$ cat config.mk
export PLATFORM = sky130hd
export DESIGN_NAME = led_stretch
export DESIGN_NICKNAME = d
export VERILOG_FILES = /design/src/rtl/led_pkg.sv /design/src/rtl/led_stretch_chan.sv /design/src/rtl/led_stretch.sv
export SDC_FILE = /design/constraint.sdc
export NUM_CORES = 1
export LEC_CHECK = 0
export ABC_AREA = 1
export BUFFER_PORTS_ARGS = -buffer_cell sky130_fd_sc_hd__buf_2
export CAP_MARGIN = 25
export CORE_MARGIN = 10
export CORE_UTILIZATION = 30
export CTS_BUF_LIST = sky130_fd_sc_hd__clkbuf_4 sky130_fd_sc_hd__clkbuf_8 sky130_fd_sc_hd__clkbuf_16
export DETAILED_ROUTE_END_ITERATION = 8
export GPL_ROUTABILITY_DRIVEN = 0
export SYNTH_ARGS = -nofsm -noshare
export SYNTH_HDL_FRONTEND = slang
export SYNTH_SLANG_ARGS = --single-unit
export TNS_END_PERCENT = 20
$ cat constraint.sdc
create_clock -name clock_160 -period 1.56 [get_ports clock_160]
set_input_delay 0.156 -clock clock_160 [delete_from_list [all_inputs] [get_ports clock_160]]
set_output_delay 0.156 -clock clock_160 [all_outputs]
set_load 0.02 [all_outputs]
$ cat src/rtl/led_pkg.sv
// Shared types and constants for the LED stretcher: channel FSM states and the PWM helpers.
package led_pkg;

  typedef enum logic [1:0] {
    IDLE = 2'd0,
    ON   = 2'd1,
    HOLD = 2'd2
  } chan_state_e;

  localparam logic [3:0] PWM_MAX     = 4'd14;
  localparam logic [3:0] BRIGHT_FULL = 4'd15;

  // Full brightness bypasses the counter so that level 15 is a true 100% duty.
  function automatic logic pwm_gate(input logic [3:0] cnt, input logic [3:0] bright);
    return (bright == BRIGHT_FULL) || (cnt < bright);
  endfunction

endpackage

$ cat src/rtl/led_stretch_chan.sv
// One LED channel: IDLE/ON/HOLD FSM with a hold counter decremented on prescaler ticks.
module led_stretch_chan
  import led_pkg::*;
#(
  parameter int HOLD_TICKS = 50
) (
  input  logic i_clk,
  input  logic i_rst,
  input  logic i_tick,
  input  logic i_led,
  output logic o_lit_next
);

  localparam int CNT_W = (HOLD_TICKS < 2) ? 1 : $clog2(HOLD_TICKS + 1);
  localparam logic [CNT_W-1:0] HOLD_LOAD = CNT_W'(HOLD_TICKS);
  localparam logic [CNT_W-1:0] CNT_ONE   = CNT_W'(1);
  localparam logic [CNT_W-1:0] CNT_ZERO  = CNT_W'(0);

  chan_state_e      r_state;
  chan_state_e      w_state_next;
  logic [CNT_W-1:0] r_cnt;
  logic [CNT_W-1:0] w_cnt_next;

  always_ff @(posedge i_clk) begin
    if (i_rst) begin
      r_state <= IDLE;
      r_cnt   <= CNT_ZERO;
    end else begin
      r_state <= w_state_next;
      r_cnt   <= w_cnt_next;
    end
  end

  // A high input in HOLD retriggers before any tick is considered.
  always_comb begin
    w_state_next = r_state;
    w_cnt_next   = r_cnt;
    case (r_state)
      IDLE: begin
        if (i_led) begin
          w_state_next = ON;
        end else begin
          w_state_next = IDLE;
        end
      end
      ON: begin
        if (i_led) begin
          w_state_next = ON;
        end else if (HOLD_TICKS == 0) begin
          w_state_next = IDLE;
        end else begin
          w_state_next = HOLD;
          w_cnt_next   = HOLD_LOAD;
        end
      end
      HOLD: begin
        if (i_led) begin
          w_state_next = ON;
        end else if (i_tick) begin
          if (r_cnt <= CNT_ONE) begin
            w_state_next = IDLE;
            w_cnt_next   = CNT_ZERO;
          end else begin
            w_state_next = HOLD;
            w_cnt_next   = r_cnt - CNT_ONE;
          end
        end else begin
          w_state_next = HOLD;
        end
      end
      default: begin
        w_state_next = IDLE;
        w_cnt_next   = CNT_ZERO;
      end
    endcase
  end

  assign o_lit_next = (w_state_next != IDLE);

endmodule

$ cat src/rtl/led_stretch.sv
// LED pulse stretcher: per-channel stretch FSMs, shared hold-tick prescaler and PWM dimming.
module led_stretch
  import led_pkg::*;
#(
  parameter int NUM_LEDS   = 8,
  parameter int PRESCALE   = 160000,
  parameter int HOLD_TICKS = 50
) (
  input  logic                clock_160,
  input  logic                res,
  input  logic [NUM_LEDS-1:0] led_in,
  input  logic [3:0]          brightness,
  output logic [NUM_LEDS-1:0] led_out
);

  localparam int PRE_W = (PRESCALE < 2) ? 1 : $clog2(PRESCALE);
  localparam logic [PRE_W-1:0] PRE_LAST = PRE_W'(PRESCALE - 1);
  localparam logic [PRE_W-1:0] PRE_ZERO = PRE_W'(0);
  localparam logic [PRE_W-1:0] PRE_ONE  = PRE_W'(1);

  logic [PRE_W-1:0]    r_presc;
  logic                w_tick;
  logic [3:0]          r_pwm_cnt;
  logic                w_gate;
  logic [NUM_LEDS-1:0] w_lit_next;
  logic [NUM_LEDS-1:0] r_led_out;

  assign w_tick = (r_presc == PRE_LAST);

  always_ff @(posedge clock_160) begin
    if (res) begin
      r_presc <= PRE_ZERO;
    end else if (w_tick) begin
      r_presc <= PRE_ZERO;
    end else begin
      r_presc <= r_presc + PRE_ONE;
    end
  end

  always_ff @(posedge clock_160) begin
    if (res) begin
      r_pwm_cnt <= 4'd0;
    end else if (r_pwm_cnt == PWM_MAX) begin
      r_pwm_cnt <= 4'd0;
    end else begin
      r_pwm_cnt <= r_pwm_cnt + 4'd1;
    end
  end

  for (genvar g = 0; g < NUM_LEDS; g++) begin : g_chan
    led_stretch_chan #(
      .HOLD_TICKS (HOLD_TICKS)
    ) u_chan (
      .i_clk      (clock_160),
      .i_rst      (res),
      .i_tick     (w_tick),
      .i_led      (led_in[g]),
      .o_lit_next (w_lit_next[g])
    );
  end

  assign w_gate = pwm_gate(r_pwm_cnt, brightness);

  // Gating the next lit state gives one cycle from input edge to output edge.
  always_ff @(posedge clock_160) begin
    if (res) begin
      r_led_out <= {NUM_LEDS{1'b0}};
    end else begin
      r_led_out <= w_lit_next & {NUM_LEDS{w_gate}};
    end
  end

  assign led_out = r_led_out;

endmodule

==> results.md <==
* Status: complete, but fails checks
* Failing checks: setup timing
* WS Path Type: register to register
* Total track usage at 0.0972
* EDFF count, synth at 0
* Drt initial violations at around 290
* Final setup viols at 20
* Ant diodes at 0
* Final nets at 1040
* Synth async-reset ratio at 0
* Beginning of the critical path: r_presc[0]
* Vias in the first global route at 4928
* Clock network power share at 0.373
* Vias at 5410
* Startpoint Class: register
* Switching Fraction at 0.293
* Comb pwr share at 0.243
* First-pass iteration count of the detailed router at 5
* Top cell type's share of synthesized area at 0.324
* Worst min-delay path class: input port to register
* Leakage at 3.47 nW
* Mapped Area at 5820 µm²
* Setup TNS at -0.908 ns
* Initial core utilization at 0.308
* CTS max path bufs at 2
* Cell Rows at 50
* Arr. time, crit path at 1.92 ns
* CP endpoint kind: register
* I/O pins at 22
* Synth area leaders: dfxtp_1 32%, nand2_1 14%, ha_1 12%
* Req. time, crit path at 1.84 ns
* Cells after synthesis at ~880
* Routed wire per std cell at 10.1 µm
* CTS H-tree depth at 3
* Crit path max-delay family: simple AND/OR/NAND/NOR gates
* NetSw at 2.06 mW
* RSZ-0062 raised after global routing: yes
* Max IR drop VDD at around 0.60 mV
* Crit Reg-Reg Startpoint: r_presc[0]
* DP Worst Slack at -0.234 ns
* Num CTS Buffers at 9
* Crit-path slowest cell: dfxtp_2
* Vias per inst at 4.37
* DIE HEIGHT at 159 µm
* Crit-path max cell delay at 0.35 ns
* FILL cells at 2061
* Fmax at 609 MHz
* DP Wirelength at ~9.3 mm
* Hold Crit Start: led_in[2]
* PortBufs at 21
* Max-slew headroom at 0.800
* Worst Tran Pin Value at 0.299 ns
* Post-Synthesis Net Count at 945
* Final period util at 1.05
* Placed cells at 1208
* Seq pwr share at 0.384
* Total power at 7.04 mW
* Pwr dens at 963 nW/µm²
* Final ANT Viol Nets at 0
* DRT Wirelength at about 12 mm
* Total gr overflow at 0
* Final WS setup at -0.0809 ns
* Clk slew on worst S/H paths at 0.06 ns
* P_int at between 4 and 5 mW
* Synthesized area per cell at 6.63 µm²
* Cell variety after synth at 33
* Top FF cell, synth: dfxtp_1
* Crit path capture: g_chan[2].u_chan.r_cnt[5]
* CTS Sinks at between 90 and 100
* Final Instance Area at 7300 µm²
* Largest net degree at the start of global routing at 17
* Critical path depth at 13
* Critical-path maximum fanout at 7
* Fin. Hold Viols at 0
* Drt drc at 0
* Clk root buf: clkbuf_16
* Initial antenna violation count at 0
* Cells on worst reg2reg path at 13
* Placed Area at about 6700 µm²
* Die W at 159 µm
* Hold Crit Depth at 4
* CTS tree: built
* Bufs and invs on worst path at 2
* Tmin final at 1.64 ns
* FF-to-FF End: g_chan[2].u_chan.r_cnt[5]
* Seq/Total Area, Yosys at 0.324
* Core Area at 18900 µm²
* First-pass GRT wire length at 21.5 mm
* Post-synth top area cell: dfxtp_1
* Fraction of layout cells with a size suffix above 1 at 0.186
* Pins Over Slew Limit at 0
* Clk Latency, worst-skew pair at around 0.35 ns
* R2R Setup Slk at -0.08 ns
* Post-synthesis register bit count at between 90 and 100
* Number of max-cap violations at 0
* Full die area at 25400 µm²
* Cell Count, Final, Fillers Out at 1237
* Skew final at about 0.0068 ns
* Critical path, cell by cell: ha_4 > nand2_4 > nor2_4 > nand2_2 > nor2_4 > nand2_4 > buf_12 > buf_12 > nand2_8 > nand2_8 > nand2_1 > nand2_1 > nor2_1
* Synth Warn # at 0
* Synth-to-Final Area Change at 25.6%
==> cells in the mapped netlist (3+ instances only) <==
master / count
nor3b_1: 5
nand2_1: 213
a21oi_1: 60
nand2_4: 6
nor3_1: 11
nand3_1: 89
xnor2_1: 3
or2_2: 9
inv_1: 139
nand4_1: 16
o211ai_1: 3
dfxtp_1: 94
clkbuf_1: 5
nor2_1: 126
nand2_2: 9
o21a_1: 8
ha_1: 54
xor2_1: 5
o21ai_0: 3
==> repair_timing <==
item                                    in CTS  in global routing
hold endpoints to repair                     0                  0
pin swaps                                    7                 10
buffers inserted                             5                  8
endpoints found under the setup margin      66                 69
hold buffers                                 0                  0
gates resized for setup                      7                 39
==> layer usage <==
| metal | global-route usage | part of all wire | up-vias |
|---|---|---|---|
| li1 | - | - | 2950 |
| met1 | 0.120 | 0.49 | 2397 |
| met2 | 0.165 | 0.47 | 57 |
| met3 | 0.0225 | 0.028 | 6 |
| met4 | 0.0278 | 0.0095 | 0 |
| met5 | 0 | 0 | - |
==> sequential cells by signal, indices dropped and copies added, names as in the netlist <==
register and count:
led_out 8, g_chan.u_chan.r_cnt 48, g_chan.u_chan.r_state 16, r_pwm_cnt 4, r_presc 18
==> how the worst min path moves through the flow <==
stage / end / slack, ns
3_5_place_dp: g_chan[2].u_chan.r_state[1] / 0.46
3_3_place_gp: r_pwm_cnt[0] / 0.45
5_1_grt: g_chan[7].u_chan.r_state[1] / 0.10
6_report: g_chan[2].u_chan.r_state[1] / 0.1
4_1_cts: g_chan[2].u_chan.r_state[1] / 0.09
2_1_floorplan: g_chan[7].u_chan.r_state[0] / 0.33
==> power groups by stage <==
stage / Clock, mW / Sequential [mW] / Combinational [mW]
after global placement: 0 / 2.75 / 1.65
after detailed placement: 0 / 2.76 / 1.66
after CTS: 2.71 / 2.70 / 1.67
after floorplan: 0 / 2.77 / 1.19
final: 2.62 / 2.70 / 1.71
after global routing: 2.79 / 2.73 / 1.97
==> cell type report <==
class | instances | area [µm²] | share of cell area
Clock buffer | 13 | 268 | 0.0367
Multi-Input combinational cell | 632 | 3510 | 0.480
Timing Repair Buffer | 93 | 687 | 0.0940
Tap cell | 260 | 325 | 0.0445
Sequential cell | 94 | 1890 | 0.259
Inverter | 142 | 533 | 0.0730
Clock inverter | 3 | 90.1 | 0.0123
==> worst register-to-register path, stage by stage, from the launching register on <==
cell and delay [ns]:
dfxtp_2 0.35, ha_4 0.15, nand2_4 0.05, nor2_4 0.08, nand2_2 0.07, nor2_4 0.11, nand2_4 0.11, buf_12 0.16
buf_12 0.13, nand2_8 0.09, nand2_8 0.08, nand2_1 0.06, nand2_1 0.05, nor2_1 0.09
==> cell families (layout without fill, tap and decap cells) <==
| group | count (synthesis) | in the layout | synth area share |
|---|---|---|---|
| and+or+nand+nor | 490 | 490 | 0.369 |
| AOI/OAI and AO/OA | 80 | 80 | 0.0798 |
| DFF | 94 | 94 | 0.324 |
| xor gates and xnor gates | 8 | 8 | 0.0120 |
| buffers and inverters | 151 | 251 | 0.0998 |
| adders and majority gates | 54 | 54 | 0.116 |
==> cell usage in the layout, fill, tap and decap left out, types with 2 or more instances in the layout <==
| cell type | n |
|---|---|
| nand2_2 | 21 |
| xor2_1 | 5 |
| buf_4 | 68 |
| a21oi_1 | 55 |
| nor3b_1 | 5 |
| o211ai_1 | 3 |
| or2_2 | 9 |
| o21ai_0 | 2 |
| o21a_1 | 8 |
| nor2_4 | 3 |
| dfxtp_2 | 9 |
| ha_2 | 3 |
| buf_12 | 3 |
| a21oi_2 | 6 |
| a31oi_1 | 2 |
| clkbuf_4 | 2 |
| xnor2_1 | 3 |
| ha_1 | 50 |
| nor2_1 | 123 |
| nor3_1 | 11 |
| nor2_2 | 3 |
| bufinv_16 | 3 |
| dfxtp_1 | 85 |
| inv_2 | 2 |
| a21boi_4 | 2 |
| nand2_4 | 7 |
| buf_2 | 21 |
| nand2_1 | 197 |
| inv_1 | 139 |
| nand4_1 | 16 |
| nand3_1 | 88 |
| nand2_8 | 3 |
| clkbuf_8 | 2 |
| clkbuf_16 | 9 |
==> through the flow <==
stage / hold WS (ns) / util
2_1_floorplan: 0.327 / -
3_3_place_gp: 0.450 / 0.354
3_5_place_dp: 0.456 / 0.354
4_1_cts: 0.0870 / 0.376
5_1_grt: 0.103 / 0.387
6_report: 0.0992 / 0.387
(Power assumes the default switching activity.)
